==> src/rtl/sar_pkg.sv <==
// ----------------------------------------------------------------------------
// sar_pkg : shared SAR ADC types and default parameters
// Rev 1.0
// ----------------------------------------------------------------------------
`default_nettype none

package sar_pkg;

  localparam int SAR_N             = 4;
  localparam int SAR_SAMPLE_CYCLES = 2;
  localparam int SAR_SETTLE_CYCLES = 1;

  typedef enum logic [1:0] {
    S_IDLE   = 2'd0,
    S_SAMPLE = 2'd1,
    S_CONV   = 2'd2,
    S_DONE   = 2'd3
  } sar_state_t;

  function automatic int max2(input int a, input int b);
    return (a > b) ? a : b;
  endfunction

endpackage

`default_nettype wire

==> src/rtl/sar_phase_timer.sv <==
// ----------------------------------------------------------------------------
// sar_phase_timer : loadable saturating down-counter with terminal-count flag
// Rev 1.0
// ----------------------------------------------------------------------------
`default_nettype none

module sar_phase_timer #(
  parameter int W = 2
) (
  input  logic         clk,
  input  logic         rst_n,
  input  logic         load,
  input  logic [W-1:0] load_val,
  output logic         tc
);

  logic [W-1:0] count;

  always_ff @(posedge clk or negedge rst_n) begin
    if (!rst_n) begin
      count <= '0;
    end else if (load) begin
      count <= load_val;
    end else if (count != '0) begin
      count <= count - 1'b1;
    end
  end

  assign tc = (count == '0);

endmodule

`default_nettype wire

==> src/rtl/sar4_logic.sv <==
// ----------------------------------------------------------------------------
// sar4_logic : SAR ADC control - request edge detect, sample, MSB-first search
// Rev 1.0
// ----------------------------------------------------------------------------
`default_nettype none

module sar4_logic
  import sar_pkg::*;
#(
  parameter int N             = SAR_N,
  parameter int SAMPLE_CYCLES = SAR_SAMPLE_CYCLES,
  parameter int SETTLE_CYCLES = SAR_SETTLE_CYCLES
) (
  input  logic         clk,
  input  logic         rst_n,
  input  logic         start,
  input  logic         comp,
  output logic         sample,
  output logic [N-1:0] dac_code,
  output logic [N-1:0] result,
  output logic         done,
  output logic         busy
);

  localparam int CW = $clog2(max2(SAMPLE_CYCLES, SETTLE_CYCLES) + 1);
  localparam int KW = $clog2(N);
  localparam logic [N-1:0] ONE = {{(N-1){1'b0}}, 1'b1};
  localparam logic [N-1:0] MSB = {1'b1, {(N-1){1'b0}}};
  localparam logic [CW-1:0] SAMPLE_LOAD = CW'(SAMPLE_CYCLES - 1);
  localparam logic [CW-1:0] SETTLE_LOAD = CW'(SETTLE_CYCLES - 1);

  sar_state_t    state;
  logic          start_q;
  logic          start_rise;
  logic [KW-1:0] bit_idx;
  logic [N-1:0]  decided;
  logic [N-1:0]  next_bit;
  logic          timer_load;
  logic [CW-1:0] timer_val;
  logic          tc;
  logic          can_start;

  assign start_rise = start & ~start_q;
  assign can_start  = (state == S_IDLE) || (state == S_DONE);

  // One timer serves both phases: reload on a request, at end of sampling,
  // and at the end of every bit trial.
  assign timer_load = (can_start && start_rise) ||
                      (tc && ((state == S_SAMPLE) || (state == S_CONV)));
  assign timer_val  = can_start ? SAMPLE_LOAD : SETTLE_LOAD;

  sar_phase_timer #(.W(CW)) u_timer (
    .clk      (clk),
    .rst_n    (rst_n),
    .load     (timer_load),
    .load_val (timer_val),
    .tc       (tc)
  );

  always_comb begin
    decided          = dac_code;
    decided[bit_idx] = comp;
  end

  assign next_bit = ONE << (bit_idx - 1'b1);

  always_ff @(posedge clk or negedge rst_n) begin
    if (!rst_n) begin
      state    <= S_IDLE;
      start_q  <= 1'b0;
      sample   <= 1'b0;
      busy     <= 1'b0;
      done     <= 1'b0;
      dac_code <= '0;
      result   <= '0;
      bit_idx  <= '0;
    end else begin
      start_q <= start;
      done    <= 1'b0;
      case (state)
        S_IDLE, S_DONE: begin
          if (start_rise) begin
            state    <= S_SAMPLE;
            sample   <= 1'b1;
            busy     <= 1'b1;
            dac_code <= '0;
          end else begin
            state <= S_IDLE;
          end
        end
        S_SAMPLE: begin
          if (tc) begin
            state    <= S_CONV;
            sample   <= 1'b0;
            dac_code <= MSB;
            bit_idx  <= KW'(N - 1);
          end
        end
        S_CONV: begin
          if (tc) begin
            if (bit_idx != '0) begin
              dac_code <= decided | next_bit;
              bit_idx  <= bit_idx - 1'b1;
            end else begin
              dac_code <= decided;
              result   <= decided;
              done     <= 1'b1;
              busy     <= 1'b0;
              state    <= S_DONE;
            end
          end
        end
        default: state <= S_IDLE;
      endcase
    end
  end

endmodule

`default_nettype wire

==> config.mk <==
export PLATFORM = sky130hd
export DESIGN_NAME = sar4_logic
export DESIGN_NICKNAME = d
export VERILOG_FILES = /design/src/rtl/sar_pkg.sv /design/src/rtl/sar_phase_timer.sv /design/src/rtl/sar4_logic.sv
export SDC_FILE = /design/constraint.sdc
export NUM_CORES = 1
export LEC_CHECK = 0
export ABC_AREA = 1
export CAP_MARGIN = 20
export CORE_ASPECT_RATIO = 0.9
export CORE_MARGIN = 2
export CORE_UTILIZATION = 51
export CTS_CLUSTER_SIZE = 28
export DETAILED_ROUTE_END_ITERATION = 12
export MAX_ROUTING_LAYER = met4
export PLACE_DENSITY = 0.76
export SYNTH_ARGS = -nofsm -noshare
export SYNTH_HDL_FRONTEND = slang
export SYNTH_SLANG_ARGS = --single-unit
==> constraint.sdc <==
create_clock -name clk -period 1.7 [get_ports clk]
set_input_delay 0.17 -clock clk [delete_from_list [all_inputs] [get_ports clk]]
set_output_delay 0.17 -clock clk [all_outputs]
set_load 0.01 [all_outputs]
### Word-level counts from Yosys, hierarchy flattened

Cells that the tools add are included.

| storage, ports and cells | value |
|---|---|
| bits of input ports | 4 |
| output and inout bits | 11 |
| memory bits (read-only) | 0 |
| memory bits (writable) | 0 |
| memories kept | 0 |
| bits in latches | 0 |
| flip-flop bits (word level) | 18 |

| operators by class | value |
|---|---|
| eq/ne operators | 8 |
| bitwise gates (word level) | 4 |
| shifts and indexed selects | 1 |
| multiplexer cells | 29 |
| multipliers | 0 |
| reduce and logical (&&, ||, !) cells | 21 |
| $add $sub $neg | 2 |
| div/mod/pow operators | 0 |
| magnitude comparators | 2 |

Operators by type and width:

| cell | number |
|---|---|
| $mux 2 | 8 |
| $mux 4 | 4 |
| $pmux 4 s3 | 1 |
| $reduce_and 3->1 | 4 |
| $reduce_bool 2->1 | 6 |
| $mux 1 | 10 |
| $ne 2x2->1 const B | 4 |
| $reduce_and 4->1 | 2 |
| $pmux 2 s3 | 1 |
| $bwmux 4 | 1 |
| $eq 2x2->1 const B | 2 |
| $logic_not 2->1 | 2 |
| $or 4x4->4 | 1 |
| $pmux 1 s2 | 2 |
| $pmux 2 s2 | 1 |
| $shl 1x2->4 const A | 1 |
| $sub 2x1->2 const B | 2 |
| $logic_and 1x1->1 | 3 |
| $logic_or 1x1->1 | 3 |
| $lt 2x3->1 const B | 1 |
| $demux 1 s2 | 1 |
| $eq 2x1->1 const B | 1 |
| $ge 2x1->1 const B | 1 |
| $ne 2x1->1 const B | 1 |
| 3 further kinds | 4 |

### Logic depth before layout (Yosys ltp)

| depth | value |
|---|---|
| word-level depth | 9 |
| gate-level depth with buffers | 9 |
| gate-level depth less buffers | 9 |

### Hierarchy

From an unflattened synthesis, not the netlist that was laid out.

| unflattened totals | value |
|---|---|
| cells, all modules | 138 |
| area total of the unflattened synthesis | 1,004.7 um^2 |

Modules (own cells, without submodules):

| module | area each (um^2) | times used | cells an instance | seq. area each (um^2) |
|---|---|---|---|---|
| sar4_logic | 884.6 | 1 | 121 | 400.4 |
| sar_phase_timer | 120.1 | 1 | 17 | 50.0 |

### Least setup slack after synthesis

Ideal clock, no wire load.

| timing | value |
|---|---|
| path kind | flip-flop to flip-flop |
| from | reg bit_idx[0] |
| to | reg state[1] |
| data required time | 1,576 ps |
| buffers on the path | 0 |
| stages on the path, launching flop included | 8 |
| setup time | 124 ps |
| data arrival time | 1,146 ps |
| clock period less this slack | 1,270 ps |
| setup slack | 430 ps |
| path through | dfrtp_1 > inv_1 > ha_1 > inv_1 > nand2_1 > nand2_1 > nand2_1 > o21ai_1 |

| between the ends | value |
|---|---|
| cells in the longest elaborated chain, start to end | 3 |

RTL lines:

| what | RTL line | text |
|---|---|---|
| start: declaration | sar4_logic.sv:35 | `logic [KW-1:0] bit_idx;` |
| start signal: assignment | sar4_logic.sv:96 | `bit_idx <= KW'(N - 1);` |
| start signal: assignment | sar4_logic.sv:103 | `bit_idx <= bit_idx - 1'b1;` |
| $reduce_bool 2->1 | sar4_logic.sv:101 | `if (bit_idx != '0) begin` |
| $ne 2x2->1 (no line) | n/a |  |
| $reduce_and 3->1 (no line) | n/a |  |
| end signal: assignment | sar4_logic.sv:93 | `state <= S_CONV;` |
| end signal: assignment | sar4_logic.sv:109 | `state <= S_DONE;` |
| end signal: assignment | sar4_logic.sv:113 | `default: state <= S_IDLE;` |
| end: declaration | sar4_logic.sv:32 | `sar_state_t state;` |

No other way between the ends.
A chain may end at the register's enable or synchronous reset.

### Worst setup path in the final report

| timing | value |
|---|---|
| from | reg bit_idx[1] |
| to | reg state[1] |

Same word-level chain as after synthesis.

==> metrics.txt <==
Initial Util=0.557; Synth Flop Type=dfrtp_1; Inserted Clock Buffers=3; initial antenna violation count=0; Die ar.=2260 µm²; RSZ-0062 raised after global routing=false; post-synth cell types=20; CTS max path bufs=2; gr ovfl total=0; initial DRC count=12; CTS clk-pin slew, worst paths=90 ps; switching fraction of total power=0.428; Worst VDD drop=1.19 mV; filler cell count=131; Post-Route Setup TNS=0 ps; Pint=1250 µW; TritonCTS clock tree=done; Yosys reg bits=18; Max Slew Vio Count=0; Mapped Cells=118; gpl congestion=0.834; slew margin rel.=0.784; fraction of registers with async set/reset=1.00; most frequent cells in the layout=nand2_1 (45), dfrtp_1 (18), clkdlybuf4s50_1 (14); Worst Tran Pin Value=324 ps; Post-Syn Nets=129; Die Width=49.9 µm; core footprint=1730 µm²; post-CTS setup buffers=0; sequential share of the synthesized area=0.466; Layout Skew=0.827 ps; final WL=1850 µm; Post-CTS Hold Fix Bufs=0; worst hold-check path type=in -> async; Rows=14; Worst Path Class, Setup=reg -> reg; DR WL/cell=11.4 µm; final-report setup violation count=0; Total GRT Usage=0.198; status=completed; number of global-route vias before repair=727; Nets=150; largest net degree at the start of global routing=19; CP startpoint kind=register; H-tree levels=1; maximum achievable frequency=675 MHz; Post-Syn Area per Cell=8.19 µm²; DIE HEIGHT=45.3 µm; ratio of cells with drive above 1 in the final layout=0.0797; Pwr Density=1830 nW/µm²; sequential power share=0.331; Yosys top cell area share=0.466; Via density=4.88; PostCTS Resize Cnt=0; clock power share=0.114; DPL Wire Length=1460 µm; Clock Sinks=18; Tcrit/Tclk final=0.872; EDFF count, synth=0; drc violations=0; Net Switching=931 µW; CP Max Fanout=6; Worst Setup End Kind=register; Root Buffer Master=clkbuf_4; Final min period=1480 ps; leading area contributor after synthesis=dfrtp_1; Final ANT Viol Nets=0; first-pass GRT wire length=3130 µm; Clk Latency, worst-skew pair=280 ps; Max-Cap Viols=0; Worst Path Required=1870 ps; Placed Instances=158; Pre-Repair DR Iteration Count=4; arrival time worst endpoint=1650 ps; Buffers on Ports=14; top cells by area, synth=dfrtp_1 (47%), nand2_1 (17%), ha_1 (9.1%); Ant. Diodes=0; final count of hold timing violations=0; I/O pins=15; Pleak=0.000612 µW; combinational share of power=0.555; Cell Area, Synth=966 µm²; YS warnings=0; leading cell type in the layout, fill and taps excluded=nand2_1; via count=791; Final Non-Filler Cells=162; P&R area growth vs syn=22.9%
## per-layer routing
| layer | vias up | global-route usage | part of all wire |
|---|---|---|---|
| li1 | 416 | - | - |
| met1 | 358 | 0.254 | 0.50 |
| met2 | 15 | 0.283 | 0.45 |
| met3 | 2 | 0.0762 | 0.044 |
| met4 | 0 | 0.0833 | 0.0092 |
| met5 | - | - | 0 |
## Yosys cell counts, types with 2 or more instances
master,n
nand2_1,45
dfrtp_1,18
inv_1,13
nand3_1,8
ha_1,7
o21ai_0,5
o21ai_1,4
nor2_1,3
a21oi_1,2
nor3_1,2
o21a_1,2
## critical path, stage by stage (launching register included)
cell     delay [ps]
dfrtp_1         430
inv_1           170
ha_1            260
inv_1           140
nand2_1         130
nand2_1         100
nand2_1          70
o21ai_1          60
## worst paths after layout
check / startpoint / to / slack (ps) / cells after the start
max: bit_idx[1] / state[1] / 220 / 7
min in group clk: start / start_q / 400 / 1
min reg2reg: result[3] / result[3] / 500 / 2
max in group asynchronous: rst_n / result[0] / 1310 / 2
min: rst_n / u_timer.count[1] / 200 / 2
max reg2reg: bit_idx[1] / state[1] / 220 / 7
## through the flow
step,total power (µW),cell area (µm²),worst slack (ps),utilization,hold slack [ps]
floorplan,1490,966,430,-,-126
global placement,1890,1150,297,0.664,477
detailed placement,1930,1150,266,0.664,483
CTS,2190,1190,242,0.685,197
global route,2370,1190,122,0.685,223
finish,2180,1190,218,0.685,197
## power groups by stage
stage          Combinational (µW)  Clock (µW)  Sequential [µW]
2_1_floorplan                 726           0              759
3_3_place_gp                 1170           0              719
3_5_place_dp                 1200           0              728
4_1_cts                      1210         257              719
5_1_grt                      1340         285              740
6_report                     1210         249              720
## sequential cells by signal, indices dropped and copies added, names as in the netlist
| name | cells |
|---|---|
| done | 1 |
| busy | 1 |
| result | 4 |
| dac_code | 4 |
| start_q | 1 |
| state | 2 |
| bit_idx | 2 |
| sample | 1 |
| u_timer.count | 2 |
## cell type report
| type | instances | area, µm² | area share |
|---|---|---|---|
| Timing Repair Buffer | 16 | 155 | 0.131 |
| Inverter | 14 | 52.6 | 0.0443 |
| Tap cell | 24 | 30.0 | 0.0253 |
| Sequential cell | 18 | 450 | 0.379 |
| Multi-Input combinational cell | 86 | 463 | 0.390 |
| Clock buffer | 4 | 36.3 | 0.0306 |
## cells by family after synthesis
| group | count (synthesis) | share of synthesized area |
|---|---|---|
| and+or+nand+nor | 62 | 0.284 |
| DFF | 18 | 0.466 |
| AOI/OAI and AO/OA | 17 | 0.105 |
| buffers and inverters | 14 | 0.0544 |
| adders and majority gates | 7 | 0.0907 |
Power figures use the tool's default switching activity.
